`src/rtl/hazard_stall_controller.sv`:
```
// Pipeline hazard controller: load-use bubble, taken-branch flush and data-memory wait freeze.
// Define HAZARD_STALL_PERF_EN to add saturating lu/mem/flush event counters as extra outputs.
module hazard_stall_controller #(
  parameter int MAX_WAIT = 64,
  parameter int WAIT_W   = 7
) (
  input  logic       clk,
  input  logic       rst_n,
  input  logic [4:0] id_rs1,
  input  logic [4:0] id_rs2,
  input  logic       id_uses_rs1,
  input  logic       id_uses_rs2,
  input  logic [4:0] ex_rd,
  input  logic       ex_memread,
  input  logic       ex_branch_taken,
  input  logic       mem_req,
  input  logic       mem_ready,
  output logic       pc_write,
  output logic       ifid_write,
  output logic       ifid_flush,
  output logic       idex_bubble,
  output logic       pipe_freeze,
  output logic       mem_timeout,
  output logic [1:0] state_o
`ifdef HAZARD_STALL_PERF_EN
  ,
  output logic [15:0] lu_stall_cnt,
  output logic [15:0] mem_stall_cnt,
  output logic [15:0] flush_cnt
`endif
);

  typedef enum logic [1:0] {
    ST_RUN      = 2'b00,
    ST_MEM_WAIT = 2'b01,
    ST_ERR      = 2'b10
  } state_e;

  localparam logic [WAIT_W-1:0] LAST_WAIT = WAIT_W'(MAX_WAIT - 1);

  state_e            state_q, state_d;
  logic [WAIT_W-1:0] wait_cnt_q, wait_cnt_d;
  logic              mem_timeout_q, mem_timeout_d;
  logic              lu_hazard;
  logic              mem_stall;

  assign lu_hazard = ex_memread & (ex_rd != 5'd0) &
                     ((id_uses_rs1 & (id_rs1 == ex_rd)) | (id_uses_rs2 & (id_rs2 == ex_rd)));
  assign mem_stall = mem_req & ~mem_ready;

  always_ff @(posedge clk or negedge rst_n) begin
    if (!rst_n) begin
      state_q       <= ST_RUN;
      wait_cnt_q    <= '0;
      mem_timeout_q <= 1'b0;
    end else begin
      state_q       <= state_d;
      wait_cnt_q    <= wait_cnt_d;
      mem_timeout_q <= mem_timeout_d;
    end
  end

  always_comb begin
    state_d       = state_q;
    wait_cnt_d    = wait_cnt_q;
    mem_timeout_d = mem_timeout_q;
    case (state_q)
      ST_RUN: begin
        if (mem_stall) begin
          state_d    = ST_MEM_WAIT;
          wait_cnt_d = WAIT_W'(1);
        end
      end
      ST_MEM_WAIT: begin
        if (mem_stall) begin
          if (wait_cnt_q == LAST_WAIT) begin
            state_d       = ST_ERR;
            mem_timeout_d = 1'b1;
          end else begin
            wait_cnt_d = wait_cnt_q + WAIT_W'(1);
          end
        end else begin
          // Either the access completed or the requester abandoned it.
          state_d    = ST_RUN;
          wait_cnt_d = '0;
        end
      end
      ST_ERR: begin
        state_d = ST_ERR;
      end
      default: begin
        state_d    = ST_RUN;
        wait_cnt_d = '0;
      end
    endcase
  end

  // Reset forces a safe NOP-injecting pattern; otherwise strict priority ERR > stall > branch > load-use.
  always_comb begin
    pc_write    = 1'b1;
    ifid_write  = 1'b1;
    ifid_flush  = 1'b0;
    idex_bubble = 1'b0;
    pipe_freeze = 1'b0;
    if (!rst_n) begin
      pc_write    = 1'b0;
      ifid_write  = 1'b0;
      ifid_flush  = 1'b1;
      idex_bubble = 1'b1;
    end else if ((state_q == ST_ERR) || mem_stall) begin
      pc_write    = 1'b0;
      ifid_write  = 1'b0;
      pipe_freeze = 1'b1;
    end else if (ex_branch_taken) begin
      ifid_flush  = 1'b1;
      idex_bubble = 1'b1;
    end else if (lu_hazard) begin
      pc_write    = 1'b0;
      ifid_write  = 1'b0;
      idex_bubble = 1'b1;
    end
  end

  assign mem_timeout = mem_timeout_q;
  assign state_o     = state_q;

`ifdef HAZARD_STALL_PERF_EN
  logic        ev_lu, ev_mem, ev_flush;
  logic [15:0] lu_stall_cnt_q, lu_stall_cnt_d;
  logic [15:0] mem_stall_cnt_q, mem_stall_cnt_d;
  logic [15:0] flush_cnt_q, flush_cnt_d;

  function automatic logic [15:0] sat_inc(input logic [15:0] v, input logic en);
    return (en && (v != 16'hFFFF)) ? v + 16'd1 : v;
  endfunction

  always_comb begin
    ev_mem          = (state_q != ST_ERR) & mem_stall;
    ev_flush        = (state_q != ST_ERR) & ~mem_stall & ex_branch_taken;
    ev_lu           = (state_q != ST_ERR) & ~mem_stall & ~ex_branch_taken & lu_hazard;
    lu_stall_cnt_d  = sat_inc(lu_stall_cnt_q, ev_lu);
    mem_stall_cnt_d = sat_inc(mem_stall_cnt_q, ev_mem);
    flush_cnt_d     = sat_inc(flush_cnt_q, ev_flush);
  end

  always_ff @(posedge clk or negedge rst_n) begin
    if (!rst_n) begin
      lu_stall_cnt_q  <= '0;
      mem_stall_cnt_q <= '0;
      flush_cnt_q     <= '0;
    end else begin
      lu_stall_cnt_q  <= lu_stall_cnt_d;
      mem_stall_cnt_q <= mem_stall_cnt_d;
      flush_cnt_q     <= flush_cnt_d;
    end
  end

  assign lu_stall_cnt  = lu_stall_cnt_q;
  assign mem_stall_cnt = mem_stall_cnt_q;
  assign flush_cnt     = flush_cnt_q;
`endif

endmodule

```
`config.mk`:
```
export PLATFORM = sky130hd
export DESIGN_NAME = hazard_stall_controller
export DESIGN_NICKNAME = d
export VERILOG_FILES = /design/src/rtl/hazard_stall_controller.sv
export SDC_FILE = /design/constraint.sdc
export NUM_CORES = 1
export LEC_CHECK = 0
export CAP_MARGIN = 20
export CORE_MARGIN = 5
export CORE_UTILIZATION = 50
export DETAILED_ROUTE_END_ITERATION = 7
export DONT_BUFFER_PORTS = 1
export PLACE_DENSITY = 0.76
export SYNTH_ARGS = -nofsm -noshare
export SYNTH_HDL_FRONTEND = slang
export SYNTH_SLANG_ARGS = --single-unit
```
`constraint.sdc`:
```
create_clock -name clk -period 1.9 [get_ports clk]
set_clock_uncertainty 0.05 [all_clocks]
set_input_delay 0.38 -clock clk [delete_from_list [all_inputs] [get_ports clk]]
set_output_delay 0.38 -clock clk [all_outputs]
set_load 0.01 [all_outputs]
```
==> metrics.md, run 1 <==
| Metric | Value |
|---|---|
| Largest net degree at the start of global routing | 11 |
| Port Buffer Count | 0 |
| DP Worst Slack | -0.009191 ns |
| H-tree levels | 1 |
| DRC | 0 |
| Placed Cells | 95 |
| Die Y | roughly 48 um |
| Die width | 47.84 um |
| Gate Count Post-Synth | 79 |
| Antenna-violating nets left | 0 |
| Status | complete, no violations |
| Post-Route WL | about 1.8 mm |
| Internal power | roughly 0.33 mW |
| First-pass GRT wire length | ~2.6 mm |
| Hold slack | ~0.27 ns |
| Count leader, synth | nand2_1 |
| Comb pwr share | 17.9% |
| Final Setup Violations | 0 |
| Leakage | approximately 0.35 nW |
| Final setup margin | roughly 0.0083 ns |
| Worst-skew pair later-pin latency | between 0.2 and 0.3 ns |
| Yosys warns | 0 |
| Sw frac | between 20 and 30% |
| RSZ-0062 raised after global routing | true |
| Starting Density | approximately 54% |
| Core ar. | 1334 um^2 |
| Finished Layout Cells | 100 |
| Syn Std Cell Area | 715.7 um^2 |
| Slew HR | 68.20% |
| Final net count | roughly 110 |
| Seq pwr share | between 40% and 50% |
| Net Sw Power | ~0.13 mW |
| Min Clock Period, post-route | roughly 1.9 ns |
| Hold Path Class | in2reg |
| Gpl congestion | about 0.73 |
| Critical Path Start | id_rs1[0] |
| I/O pin cnt | 31 |
| Ys async rst share | 100.0% |
| Overflow after GRT | 0 |
| Critical path peak fanout | 2 |
| Final worst path period share | 99.57% |
| Syn-to-layout area delta | 16.26% |
| CP top delay family | compound AO/OA/AOI/OAI gates |
| Cells on worst reg2reg path | 5 |
| CTS Buf Count | 3 |
| Crit. End Element | output pin |
| CP cell instances | xor2_4 > nor4_2 > a32oi_1 > o311ai_1 > buf_4 |
| CP arrival | around 1.5 ns |
| Synth Flop Type | dfrtp_1 |
| Initial antenna violation count | 0 |
| Reg-to-reg startpoint | wait_cnt_q[1]$_DFFE_PN0P_ |
| Slowest-stage cell, CP | nor4_2 |
| Number of distinct library cells after synthesis | 35 |
| Flop2flop setup slack | between 0.15 and 0.2 ns |
| Clk sinks | 10 |
| Clk pwr share | roughly 32% |
| Root Driver | clkbuf_4 |
| Row count | 13 |
| Max Freq | about 530 MHz |
| Sequential area share after synthesis | between 30% and 40% |
| ANT cells | 0 |
| Vias/cell | a little over 6 |
| Buffer and inverter count on the worst path | 1 |
| Worst setup SP type | input port |
| Area leader, netlist | dfrtp_1 |
| WL per Instance | 17.76 um |
| Yosys top cell area share | a little over a third |
| Final Max Tran Viols | 0 |
| Post-Syn Nets | roughly 100 |
| Hold Path End | wait_cnt_q[0]$_DFFE_PN0P_ |
| Hold path start | mem_ready |
| Post-synth EDFFs | 0 |
| CP required | around 1.5 ns |
| Die area | between 2000 and 2500 um^2 |
| Top cells by count, synth | nand2_1, dfrtp_1, xor2_1 |
| TritonRoute pass-1 iters | 4 |
| DP Wirelength | 1.299 mm |
| Worst-margin pin slew | 0.4754 ns |
| GR Util All Layers | between 10% and 20% |
| Syn_area_per_cell | just over 9 um^2 |
| Final Hold Fails | 0 |
| Fin util | between 60% and 70% |
| CTS tree | built |
| Vias in the first global route | 630 |
| R2R Path End | wait_cnt_q[5]$_DFFE_PN0P_ |
| Placed inst area | about 740 um^2 |
| Post-route setup TNS | 0 ns |
| Finished Cell Area | 832.0 um^2 |
| Initial DRC Count | 11 |
| Clock slew at reported path FFs | roughly 0.060 ns |
| Crit path largest cell delay | about 0.29 ns |
| Hold path cells | 3 |
| Top cells by area, synth | dfrtp_1, xor2_1, nand2_1 |
| Peak VDD IR | roughly 370 uV |
| Layout cells sized above 1 | between 10% and 20% |
| Pwr dens | around 550 nW/um^2 |
| Yosys reg bits | 10 |
| Longest Clk Path Bufs | 2 |
| Maxcap violations | 0 |
| Crit path kind | in2out |
| Via count | about 620 |
| PnR Total Power | 0.4580 mW |
final cells by class:
class / instances / area (um^2)
multi-input cells: 62 / 481.7
inverters: 5 / 18.77
clock buffers: 3 / 22.52
fillers: 114 / 501.7
well taps: 15 / 18.77
repair buffers: 5 / 40.04
flip-flops and latches: 10 / 250.2
state kept, by name, indices dropped and copies added, names as in the netlist:
signal,cells
mem_timeout,1
state_o,2
wait_cnt_q,7
layout by cell type, fill, tap and decap left out, drive strengths merged:
| cell type | instances |
|---|---|
| a21boi | 1 |
| a21oi | 1 |
| a2bb2oi | 1 |
| a31oi | 1 |
| a32oi | 1 |
| and2 | 2 |
| and3 | 1 |
| buf | 4 |
| clkbuf | 3 |
| dfrtp | 10 |
| dlygate4sd3 | 1 |
| ha | 1 |
| inv | 5 |
| mux2i | 1 |
| nand2 | 11 |
| nand2b | 2 |
| nand3 | 3 |
| nand3b | 1 |
| nand4 | 1 |
| nor2 | 3 |
| nor2b | 1 |
| nor3 | 1 |
| nor3b | 2 |
| nor4 | 2 |
| o211ai | 3 |
| o21a | 1 |
| o21ai | 3 |
| o22ai | 2 |
| o311a | 1 |
| o311ai | 1 |
| o32ai | 1 |
| or3 | 2 |
| or4 | 1 |
| xnor2 | 2 |
| xor2 | 8 |
power groups by stage:
stage	logic (mW)	clock network, mW	registers [mW]
floorplan	0.0537	0	0.230
global placement	0.0611	0	0.231
detailed placement	0.0639	0	0.231
CTS	0.0718	0.150	0.227
global route	0.0918	0.158	0.229
finish	0.0821	0.148	0.228
tightest hold or removal path, stage by stage:
cell       delay, ns
nor3b_2         0.04
o21ai_0         0.07
a2bb2oi_1       0.06
how the worst max path moves through the flow:
stage                       end  slack (ns)  depth (start not counted)
finish              idex_bubble       0.008                          5
CTS                 idex_bubble        0.01                          5
global placement     ifid_write        0.05                          3
global route        idex_bubble       -0.04                          5
floorplan              pc_write        0.01                          5
detailed placement   ifid_write      -0.009                          3
cell families (layout without fill, tap and decap cells):
family | Yosys count | after routing | synth area share, %
buffers and inverters | 7 | 13 | 4.720
multiplexers | 1 | 1 | 1.399
XOR/XNOR | 10 | 10 | 12.24
flip-flops | 10 | 10 | 34.97
adder cells (fa/ha/maj) | 1 | 1 | 1.748
AND/OR/NAND/NOR | 33 | 33 | 26.92
AO/OA/AOI/OAI | 17 | 17 | 18.01
metal layers:
layer,share of wire (%),global-route usage [%],vias up,wire [um]
met4,1.1,8.065,0,19
met1,41,21.56,296,721
met3,5.1,3.759,2,90
met2,53,26.12,18,945
li1,-,-,299,-
met5,0,0,-,0
repair_timing:
| action | 4_1_cts | 5_1_grt |
|---|---|---|
| endpoints found under the hold margin | 10 | 0 |
| setup endpoints to repair | 3 | 3 |
| gates resized for setup | 4 | 5 |
| pin swaps | 1 | 5 |
| hold buffers | 1 | 0 |
| setup buffers | 0 | 1 |
No activity file was read; power rests on OpenSTA's default activity.
==> run 2: changes to the inputs <==
- SKIP_CTS_REPAIR_TIMING: default -> 1
- SLEW_MARGIN: default -> 20
==> run 2 against run 1 <==
Against the previous run:
- first-iteration DRC count decreased by 27%
- worst setup slack improved by 0.0021 ns
- worst hold slack better by 0.026 ns
- critical path depth stayed put
- via count down 1.1%
- global-route usage down 0.69 points
- flip-flop and latch count unchanged
- power is 1.0% lower
- final area is the same
- critical path type unchanged
- largest cell class unchanged
- largest power group unchanged
- highest routed layer unchanged
==> metrics.md, run 2 (synthesis gave the netlist of run 1 again) <==
| Metric | Value |
|---|---|
| Reg with most FFs | wait_cnt_q |
| Worst-margin pin slew | about 0.47 ns |
| Hold path start | mem_ready |
| Core ar. | about 1300 um^2 |
| Worst-skew pair later-pin latency | ~0.26 ns |
| GR Util All Layers | ~16% |
| RSZ-0062 raised after global routing | true |
| ANT cells | 0 |
| Vias/cell | 6.080 |
| Finished Layout Cells | 100 |
| TritonRoute pass-1 iters | 4 |
| Hold Path Class | in2reg |
| WL per Instance | 17.42 um |
| Commonest non-fill, non-tap cell in the layout | nand2_1 |
| Syn-to-layout area delta | 16.26% |
| CTS Buf Count | 3 |
| Clock slew at reported path FFs | 0.06 ns |
| Final net count | 111 |
| Max Freq | around 530 MHz |
| Most frequent cells in the layout | nand2_1, dfrtp_1, xor2_1 |
| Met3 WL | slightly below 80 um |
| CP arrival | around 1.5 ns |
| Hold path cells | 3 |
| Flop2flop setup slack | 0.22 ns |
| Final worst path period share | between 90% and 100% |
| Worst setup SP type | input port |
| Placed Cells | 95 |
| DP Wirelength | around 1.3 mm |
| Maxcap violations | 0 |
| Longest Clk Path Bufs | 2 |
| H-tree levels | 1 |
| DR top layer | met4 |
| Root Driver | clkbuf_4 |
| Via count | a little over 600 |
| Peak VDD IR | roughly 370 uV |
| PnR Total Power | 0.4532 mW |
| Critical path peak fanout | 2 |
| Reg-to-reg startpoint | wait_cnt_q[0]$_DFFE_PN0P_ |
| Crit path kind | in2out |
| Final Max Tran Viols | 0 |
| Vias in the first global route | just over 600 |
| Largest net degree at the start of global routing | 15 |
| I/O pin cnt | 31 |
| DRC | 0 |
| Starting Density | a little over half |
| Crit. End Element | output pin |
| Pwr dens | 544.7 nW/um^2 |
| Slew HR | between 60% and 70% |
| Initial DRC Count | 8 |
| Final Hold Fails | 0 |
| Initial antenna violation count | 0 |
| Die width | around 48 um |
| Row count | 13 |
| Max reg flops | 7 |
| Status | complete, no violations |
| Met2 WL | 939 um |
| Gpl congestion | 0.7333 |
| Port Buffer Count | 0 |
| Hold slack | between 0.2 and 0.3 ns |
| Hold Path End | wait_cnt_q[0]$_DFFE_PN0P_ |
| Layout cells sized above 1 | 18.82% |
| Post-Route WL | around 1.7 mm |
| Antenna-violating nets left | 0 |
| Met1 wire length | between 700 and 800 um |
| Die area | 2288 um^2 |
| Cells on worst reg2reg path | 5 |
| Overflow after GRT | 0 |
| CTS tree | built |
| Finished Cell Area | 832.0 um^2 |
| Min Clock Period, post-route | roughly 1.9 ns |
| Die Y | between 40 and 50 um |
| R2R Path End | wait_cnt_q[5]$_DFFE_PN0P_ |
| Placed inst area | 742.0 um^2 |
| First-pass GRT wire length | ~2.6 mm |
| Leakage | roughly 0.35 nW |
| CP required | about 1.5 ns |
| Post-route setup TNS | 0 ns |
| Clk sinks | 10 |
| Final Setup Violations | 0 |
[run 2: cell counts in the layout (fill, tap and decap cells not counted)]
No cell type changed its count.
[run 2: metal layers]
| metal | track usage, % | up-vias |
|---|---|---|
| met3 | 3.383 | 2 |
| met4 | 8.065 | 0 |
| met1 | 20.41 | 292 |
| li1 | - | 297 |
| met2 | 25.33 | 17 |
| met5 | 0 | - |
[run 2: worst max-delay path, cell delays in order]
cell      delay, ns
xor2_4         0.16
nor4_2         0.29
a32oi_1        0.17
o311ai_1       0.29
buf_4          0.17
[run 2: how the worst max path moves through the flow]
stage | start | end | slack, ns
finish | id_rs1[0] | idex_bubble | 0.01
global route | id_rs1[0] | idex_bubble | -0.04
CTS | state_o[0]$_DFFE_PN0P_ | idex_bubble | -0.20
detailed placement | ex_rd[1] | ifid_write | -0.009
global placement | ex_rd[1] | ifid_write | 0.05
floorplan | ex_rd[4] | pc_write | 0.01
[run 2: area by class of cell]
class / instances / area, um^2
inverters: 5 / 18.77
repair buffers: 5 / 40.04
fillers: 113 / 501.7
flip-flops and latches: 10 / 250.2
well taps: 15 / 18.77
clock buffers: 3 / 22.52
multi-input cells: 62 / 481.7
[run 2: per-stage QoR]
stage	util (%)	setup slack [ns]
floorplan	-	0.009866
global placement	55.63	0.04772
detailed placement	55.63	-0.009191
CTS	57.32	-0.1974
global route	62.38	-0.03686
finish	62.38	0.01035
[run 2: where the power goes]
part           internal, mW  switching (mW)
Clock                0.0732          0.0721
Sequential            0.219         0.00824
Combinational        0.0385          0.0421
==> run 3: changes to the inputs <==
- GPL_TIMING_DRIVEN: default -> 1
==> results of run 3 <==
No change in the layout: final DEF, timing and power equal those of run 2.
